## src/rtl/lm07_sensor_emulator.sv

```systemverilog
// LM07-style 3-wire SPI temperature sensor responder: shifts a host-supplied word out on SIO.
// Optional macro SIO_TRISTATE_EN: SIO floats (1'bz) whenever sio_oe is low.
module lm07_sensor_emulator #(
    parameter int unsigned       WORD_W      = 16,
    parameter int unsigned       SYNC_STAGES = 2,
    parameter logic [WORD_W-1:0] RESET_WORD  = WORD_W'(16'h0C80)
) (
    input  logic              SYSCLK,
    input  logic              RSTN,
    input  logic              CS,
    input  logic              SCK,
    input  logic [WORD_W-1:0] temp_in,
    input  logic              temp_valid,
    output logic              SIO,
    output logic              sio_oe,
    output logic              frame_done,
    output logic              busy
);

    localparam int unsigned CNT_W = $clog2(WORD_W + 1);

    typedef enum logic [1:0] {
        IDLE  = 2'd0,
        LOAD  = 2'd1,
        SHIFT = 2'd2,
        DONE  = 2'd3
    } state_t;

    state_t             state;
    logic [SYNC_STAGES-1:0] cs_sync;
    logic [SYNC_STAGES-1:0] sck_sync;
    logic               cs_d;
    logic               sck_d;
    logic               cs_s;
    logic               sck_s;
    logic               cs_fall;
    logic               cs_rise;
    logic               sck_fall;
    logic [WORD_W-1:0]  shadow;
    logic [WORD_W-1:0]  shreg;
    logic [CNT_W-1:0]   bit_cnt;
    logic               sio_q;

    // Oversampling synchronizers; idle levels are CS high and SCK low.
    always_ff @(posedge SYSCLK or negedge RSTN) begin
        if (!RSTN) begin
            cs_sync  <= '1;
            sck_sync <= '0;
            cs_d     <= 1'b1;
            sck_d    <= 1'b0;
        end else begin
            cs_sync  <= {cs_sync[SYNC_STAGES-2:0], CS};
            sck_sync <= {sck_sync[SYNC_STAGES-2:0], SCK};
            cs_d     <= cs_s;
            sck_d    <= sck_s;
        end
    end

    assign cs_s     = cs_sync[SYNC_STAGES-1];
    assign sck_s    = sck_sync[SYNC_STAGES-1];
    assign cs_fall  = cs_d & ~cs_s;
    assign cs_rise  = ~cs_d & cs_s;
    assign sck_fall = sck_d & ~sck_s;

    // Shadow only feeds LOAD, so a mid-frame update lands on the next frame.
    always_ff @(posedge SYSCLK or negedge RSTN) begin
        if (!RSTN) begin
            shadow <= RESET_WORD;
        end else if (temp_valid) begin
            shadow <= temp_in;
        end
    end

    always_ff @(posedge SYSCLK or negedge RSTN) begin
        if (!RSTN) begin
            state      <= IDLE;
            shreg      <= '0;
            bit_cnt    <= '0;
            sio_q      <= 1'b0;
            sio_oe     <= 1'b0;
            frame_done <= 1'b0;
            busy       <= 1'b0;
        end else begin
            frame_done <= 1'b0;
            if (state != IDLE && cs_rise) begin
                // CS released early or after the frame: abort wins over any SCK edge
                state  <= IDLE;
                sio_q  <= 1'b0;
                sio_oe <= 1'b0;
                busy   <= 1'b0;
            end else begin
                case (state)
                    IDLE: begin
                        sio_q  <= 1'b0;
                        sio_oe <= 1'b0;
                        busy   <= 1'b0;
                        if (cs_fall) begin
                            state <= LOAD;
                            busy  <= 1'b1;
                        end
                    end
                    LOAD: begin
                        shreg   <= shadow;
                        sio_q   <= shadow[WORD_W-1];
                        bit_cnt <= CNT_W'(1);
                        sio_oe  <= 1'b1;
                        state   <= SHIFT;
                    end
                    SHIFT: begin
                        if (sck_fall) begin
                            if (bit_cnt == CNT_W'(WORD_W)) begin
                                frame_done <= 1'b1;
                                sio_q      <= 1'b0;
                                state      <= DONE;
                            end else begin
                                shreg   <= shreg << 1;
                                sio_q   <= shreg[WORD_W-2];
                                bit_cnt <= bit_cnt + CNT_W'(1);
                            end
                        end
                    end
                    DONE: begin
                        sio_q <= 1'b0;
                    end
                    default: begin
                        state <= IDLE;
                    end
                endcase
            end
        end
    end

`ifdef SIO_TRISTATE_EN
    assign SIO = sio_oe ? sio_q : 1'bz;
`else
    assign SIO = sio_q;
`endif

endmodule

```

## config.mk

```make
export PLATFORM = sky130hd
export DESIGN_NAME = lm07_sensor_emulator
export DESIGN_NICKNAME = d
export VERILOG_FILES = /design/src/rtl/lm07_sensor_emulator.sv
export SDC_FILE = /design/constraint.sdc
export NUM_CORES = 1
export LEC_CHECK = 0
export ABC_AREA = 0
export CAP_MARGIN = 5
export CORE_AREA = 2 2 83 85
export DETAILED_ROUTE_END_ITERATION = 6
export DIE_AREA = 0 0 85 87
export SETUP_SLACK_MARGIN = 0.02
export SLEW_MARGIN = 20
export SYNTH_ARGS = -nofsm -noshare
export SYNTH_HDL_FRONTEND = slang
export SYNTH_SLANG_ARGS = --single-unit
```

## constraint.sdc

```tcl
create_clock -name SYSCLK -period 1.9 [get_ports SYSCLK]
set_clock_uncertainty 0.1 [all_clocks]
set_input_delay 0.285 -clock SYSCLK [delete_from_list [all_inputs] [get_ports SYSCLK]]
set_output_delay 0.285 -clock SYSCLK [all_outputs]
set_load 0.02 [all_outputs]
```

==> results of run 1 <==
-- where the power goes --
group / total [uW] / switching [uW] / internal, uW
Combinational: 1810 / 707 / 1100
Clock: 593 / 335 / 257
Sequential: 1460 / 145 / 1310
-- state kept, by name (all words and copies together) (netlist names) --
| name | cells |
|---|---|
| SIO | 1 |
| bit_cnt | 5 |
| busy | 1 |
| cs_d | 1 |
| cs_sync | 2 |
| frame_done | 1 |
| sck_d | 1 |
| sck_sync | 2 |
| shadow | 16 |
| shreg | 15 |
| sio_oe | 1 |
| state | 2 |
-- cell type report --
| class | count | area [um^2] |
|---|---|---|
| Multi-Input combinational cell | 97 | 930 |
| Clock buffer | 6 | 72.6 |
| Clock inverter | 2 | 12.5 |
| Fill cell | 603 | 3800 |
| Sequential cell | 48 | 1210 |
| Inverter | 7 | 26.3 |
| Timing Repair Buffer | 45 | 420 |
| Tap cell | 80 | 100 |
-- metrics by stage --
step           power [uW]  hold slack, ns   util  TNS [ns]
2_1_floorplan        2760          -0.111      -    -0.224
3_3_place_gp         3240           0.190  0.404         0
3_5_place_dp         3250           0.189  0.404    -0.224
4_1_cts              3890           0.255  0.418         0
5_1_grt              4150           0.262  0.422         0
6_report             3860           0.250  0.422         0
-- cells in the final DEF, fill, tap and decap left out, drive strengths merged --
cell	instances
or2	1
nor3	3
nand3b	2
clkinvlp	1
a21oi	4
buf	21
inv	7
nor3b	1
dfrtp	42
nand2	7
a22o	2
and2b	1
a211oi	2
nor2	2
nand2b	3
or3	2
dfstp	6
clkbuf	6
nand4bb	1
o2111ai	1
o21ai	6
o221ai	1
nand3	2
o311a	1
or3b	1
clkdlybuf4s50	23
dlygate4sd3	1
a21bo	1
ha	5
mux2i	4
mux2	44
clkinv	1
-- timing repair --
item / in CTS / in global routing
hold buffers: 1 / 0
setup buffers: 0 / 1
endpoints found under the hold margin: 42 / 0
endpoints found under the setup margin: 14 / 11
gates resized for setup: 2 / 3
-- per-layer routing --
layer  wire [um]  up-vias  share of wire  GRT usage
met5           0        -              0          0
met4          90        0          0.025     0.0563
met3          93        6          0.026     0.0237
met2        1670       16           0.46      0.163
met1        1750      650           0.49      0.143
li1            -      650              -          -
-- cell families after synthesis --
family,count (synthesis),synth area share
AO/OA/AOI/OAI,18,0.0550
multiplexers,48,0.257
buffers and inverters,13,0.0349
flip-flops,48,0.553
AND/OR/NAND/NOR,26,0.0716
adder cells (fa/ha/maj),5,0.0286
-- worst paths after layout --
path / start / to / slack (ns) / cells past startpoint
worst max register to register: state[0] / shreg[4] / 0.07 / 7
max in group asynchronous: RSTN / shadow[7] / 1.03 / 3
min in group asynchronous: RSTN / bit_cnt[1] / 0.38 / 3
worst min register to register: sck_sync[0] / sck_sync[1] / 0.25 / 0
worst max-delay path: state[0] / shreg[4] / 0.07 / 7
worst min-delay path: sck_sync[0] / sck_sync[1] / 0.25 / 0
-- critical path, stage by stage, from the launching register on --
cell	delay [ns]
dfrtp_1	0.37
inv_2	0.07
ha_4	0.15
or3b_4	0.37
nand2_2	0.07
or2_4	0.13
buf_12	0.13
mux2_2	0.33
==> metrics, run 1 <==
outcome=completed; fmax=between 500 and 600 MHz; Final period util=0.963; Synth Cell Area=between 2000 and 2500 um^2; Cells after Synth=about 160; top_reg_cell synth=dfrtp_1; post-route cell area=about 2800 um^2; drt drc=0; YS warnings=0; dpl hpwl=around 2.5 mm; first-pass GRT wire length=just over 6 mm; worst slack, placed=-0.0287 ns; cell with the most instances after synthesis=dfrtp_1; Die H=a little under 90 um; Slew Viols, Final=0; final hold vios=0; Final Wtd Congestion=0.714; Max-cap violations=0; CP Data Arrival Time=around 1.9 ns; Static Leakage=0.00119 uW; setup slack after layout=0.0709 ns; Vias/cell=4.64; layout cell share with drive strength beyond 1=0.439; GRT Total Usage=0.107; NumNets Final=230; initial antenna violation count=0; top cells by area, synth=dfrtp_1 (48%), mux2_2 (19%), dfstp_2 (7.2%); chip width=approximately 85 um; Synth top area share=0.481; Commonest cells post-synth=dfrtp_1 (42), mux2_2 (37), inv_1 (7), mux2_4 (7); ANT nets after route=0; CP Class=register to register; Syn Area/Cell=roughly 14 um^2; VDD IR max=between 600 and 700 uV; CTS max path bufs=2; I/O Buffers=24; DP Area=~2700 um^2; Finish-stage setup viols=0; TritonRoute pass-1 iters=4; clock latency on the worst-skew pair=0.30 ns; Yosys top cell by area=dfrtp_1; Core Region=approximately 6600 um^2; FFs w/ async S/R, synth=1.00; total gr overflow=0; Inserted Clock Buffers=5; DR WL/cell=around 13 um; IO Count=25; vias in the first global route=about 1300; clock-pin slew on the worst setup and hold paths=roughly 0.080 ns; Rows=30; TritonCTS clock tree=done; worst-margin pin slew=roughly 0.29 ns; drt first-iter violations=between 60 and 70; number of synthesized flops with an enable pin=0; CTS sink cnt=48; area grow syn2layout=26.7%; Routed WL=3.60 mm; pin count of the biggest net entering global routing=49; CTS H-tree lvls=2; Tmin final=1.83 ns; Hold Path Class=register to register; Seq/Total Area, Yosys=0.553; Synth Net Count=approximately 180; Starting Density=0.333; die area=between 7000 and 8000 um^2; Crit Path Max Fanout=11; FF+latch count, synth=between 40 and 50; Max-slew headroom=0.808; number of library cell types mapped by synthesis=32; Pwr Density=about 1400 nW/um^2; Setup crit end kind=register; Cell Count, Final, Fillers Out=285; RSZ-0062 raised after global routing=no; Placed Cells=between 200 and 300; Clock Tree Root=clkbuf_8; Worst Path Required=just under 2 ns; number of diodes=0; via count=1322; critical path launch point type=register
Note: power is estimated with default switching activity, not from simulation.
==> run 2: changes to the inputs <==
--- a/config.mk
+++ b/config.mk
@@ -10,7 +10,9 @@
 export CORE_AREA = 2 2 83 85
 export DETAILED_ROUTE_END_ITERATION = 6
 export DIE_AREA = 0 0 85 87
+export HOLD_SLACK_MARGIN = 0.06
 export SETUP_SLACK_MARGIN = 0.02
+export SKIP_LAST_GASP = 1
 export SLEW_MARGIN = 20
 export SYNTH_ARGS = -nofsm -noshare
 export SYNTH_HDL_FRONTEND = slang
==> results of run 2 <==
No change in the layout: final DEF, timing and power equal those of run 1.
==> run 3: changes to the inputs <==
--- a/config.mk
+++ b/config.mk
@@ -7,10 +7,11 @@
 export LEC_CHECK = 0
 export ABC_AREA = 0
 export CAP_MARGIN = 5
-export CORE_AREA = 2 2 83 85
+export CORE_AREA = 2 2 70 72
 export DETAILED_ROUTE_END_ITERATION = 6
-export DIE_AREA = 0 0 85 87
+export DIE_AREA = 0 0 72 74
 export HOLD_SLACK_MARGIN = 0.06
+export PLACE_DENSITY = 0.73
 export SETUP_SLACK_MARGIN = 0.02
 export SKIP_LAST_GASP = 1
 export SLEW_MARGIN = 20
==> metrics, run 3 (same netlist as run 1, synthesis figures left out) <==
outcome=completed; CP Class=register to register; Pwr Density=1480 nW/um^2 (+6.4%); Net Sw Frac=0.300 (-0.00744); Core Util, Final=0.599 (+0.177); Psw=1230 uW (+3.3%); IO Count=25 (unchanged); WP buf/inv=2 (unchanged); Crit Path Max Fanout=9 (-2); max reg flops=16 (unchanged); Vias/cell=5.23 (+13%); number of fill cells in the layout=344 (-43%); Final Wtd Congestion=0.876 (+23%); Max-slew headroom=0.787 (-0.0203); post-route cell area=2760 um^2 (-0.54%); critical path launch point type=register; GRT Total Usage=0.163 (+0.0560); vias in the first global route=1343 (+4.1%); layout cell share with drive strength beyond 1=0.433 (-0.00553); Multi-input gate area=933 um^2 (+0.40%); top flop regs=shadow (16), shreg (15), bit_cnt (5); TritonCTS clock tree=done; RSZ-0062 raised after global routing=yes; combinational share of power=0.467 (about the same); Largest Register=shadow; I/O Buffers=24 (unchanged); Die H=74 um (-15%); initial antenna violation count=0 (unchanged); commonest non-fill, non-tap cell in the layout=dfrtp_1; CTS sink cnt=48 (unchanged); Tmin final=1.86 ns (+0.0302 ns); Finish-stage setup viols=0 (unchanged); fmax=538 MHz (-1.6%); final hold vios=0 (unchanged); Static Leakage=0.00119 uW (+0.55%); via count=1343 (+1.6%); Reg-to-Reg Start=state[1]; CP delay by family, top=simple AND/OR/NAND/NOR gates; Rows=25 (-17%); Final period util=0.979 (+0.0159); ANT nets after route=0 (unchanged); TritonRoute pass-1 iters=4 (unchanged); Setup crit end kind=register; Starting Density=0.475 (+0.143); VDD IR max=577 uV (-5.4%); DP Area=2580 um^2 (-2.8%); die area=5330 um^2 (-28%); area grow syn2layout=26.0%; clock-pin slew on the worst setup and hold paths=0.08 ns (about the same); CTS H-tree lvls=2 (unchanged); first-pass GRT wire length=6.60 mm (+5.8%); worst slack, placed=-0.0510 ns (-0.0223 ns); pin count of the biggest net entering global routing=25 (-49%); crit-path max cell delay=0.37 ns (about the same); number of diodes=0 (unchanged); FF/Latch Area=1210 um^2 (unchanged); Worst Path Required=1.99 ns (about the same); hold path start=sck_sync[0]; Routed WL=3.72 mm (+3.4%); Clock Tree Root=clkbuf_8; Slew Viols, Final=0 (unchanged); worst-margin pin slew=0.317 ns (+0.0290 ns); drt drc=0 (unchanged); CP Data Arrival Time=1.95 ns (+0.03 ns); CTS max path bufs=2 (unchanged); Hold Path Class=register to register; Max-cap violations=0 (unchanged); Power Total=4080 uW (+5.8%); chip width=72 um (-15%); most frequent cells in the layout=dfrtp_1 (42), mux2_2 (37), clkdlybuf4s50_1 (23); NumNets Final=228 (-0.87%); setup slack after layout=0.0407 ns (-0.0302 ns); Core Region=4600 um^2 (-30%); hold_ws=0.253 ns (+0.00309 ns); Clk pwr share=0.175 (+0.021); clock latency on the worst-skew pair=0.30 ns (about the same); dpl hpwl=2.66 mm (+5.2%); crit-path cells=inv_2, ha_4, or3b_4, nand2_2, or2_4, buf_12, mux2_2; drt first-iter violations=52 (-21%); total gr overflow=0 (unchanged); crit path from=state[1]; Inserted Clock Buffers=5 (unchanged); critical path's slowest cell=dfrtp_1; Pint=2860 uW (+7.0%); DR WL/cell=14.5 um (+15%); Seq pwr share=0.358 (-0.020)
==> run 3: cell types whose count changed in the layout (fill, tap and decap cells not counted) <==
cell	previous run	this run
buf_4	18	16
bufinv_16	0	1
clkinv_2	1	0
clkbuf_1	1	2
a21oi_2	0	1
buf_12	2	1
a21oi_1	4	3
clkinvlp_4	1	0
buf_16	0	1
==> run 3: what timing repair did <==
action | 4_1_cts | 5_1_grt
gates resized for setup | 4 | 3
hold buffers | 1 | 0
setup endpoints to repair | 14 | 13
hold endpoints to repair | 42 | 0
pin swaps | 0 | 0
cloned | 1 | 0
buffers inserted | 2 | 0
==> run 3: power by group through the flow <==
stage | Clock, uW | Sequential (uW) | Combinational, uW
3_5_place_dp | 0 | 1480 | 1700
5_1_grt | 792 | 1500 | 2050
4_1_cts | 743 | 1460 | 1900
6_report | 716 | 1460 | 1910
3_3_place_gp | 0 | 1460 | 1630
2_1_floorplan | 0 | 1470 | 1280
==> run 3: metal layers <==
metal  GRT usage  vias up  share of wire
li1            -      648              -
met1       0.214      665           0.44
met2       0.259       24           0.51
met3      0.0434        6          0.041
met4      0.0692        0          0.017
met5           0        -              0
==> run 3: area by class of cell <==
class,instances,area share
flip-flops and latches,48,0.439
multi-input cells,97,0.339
repair buffers,43,0.150
clock buffers,7,0.0277
well taps,54,0.0245
clock inverters,1,0.0109
inverters,7,0.00954
==> run 3: final timing paths <==
path	slack, ns	cells past startpoint	to
min reg2reg	0.25	0	sck_sync[1]
min in group asynchronous	0.39	3	sio_oe
max in group asynchronous	1.01	3	shadow[10]
min	0.25	0	sck_sync[1]
max reg2reg	0.04	7	shreg[5]
max	0.04	7	shreg[5]
==> run 3: stage by stage <==
step	setup TNS (ns)	instances
after global routing	-0.105	257
after detailed placement	-0.353	245
final	0	257
after floorplan	-0.224	158
after CTS	0	257
after global placement	0	245
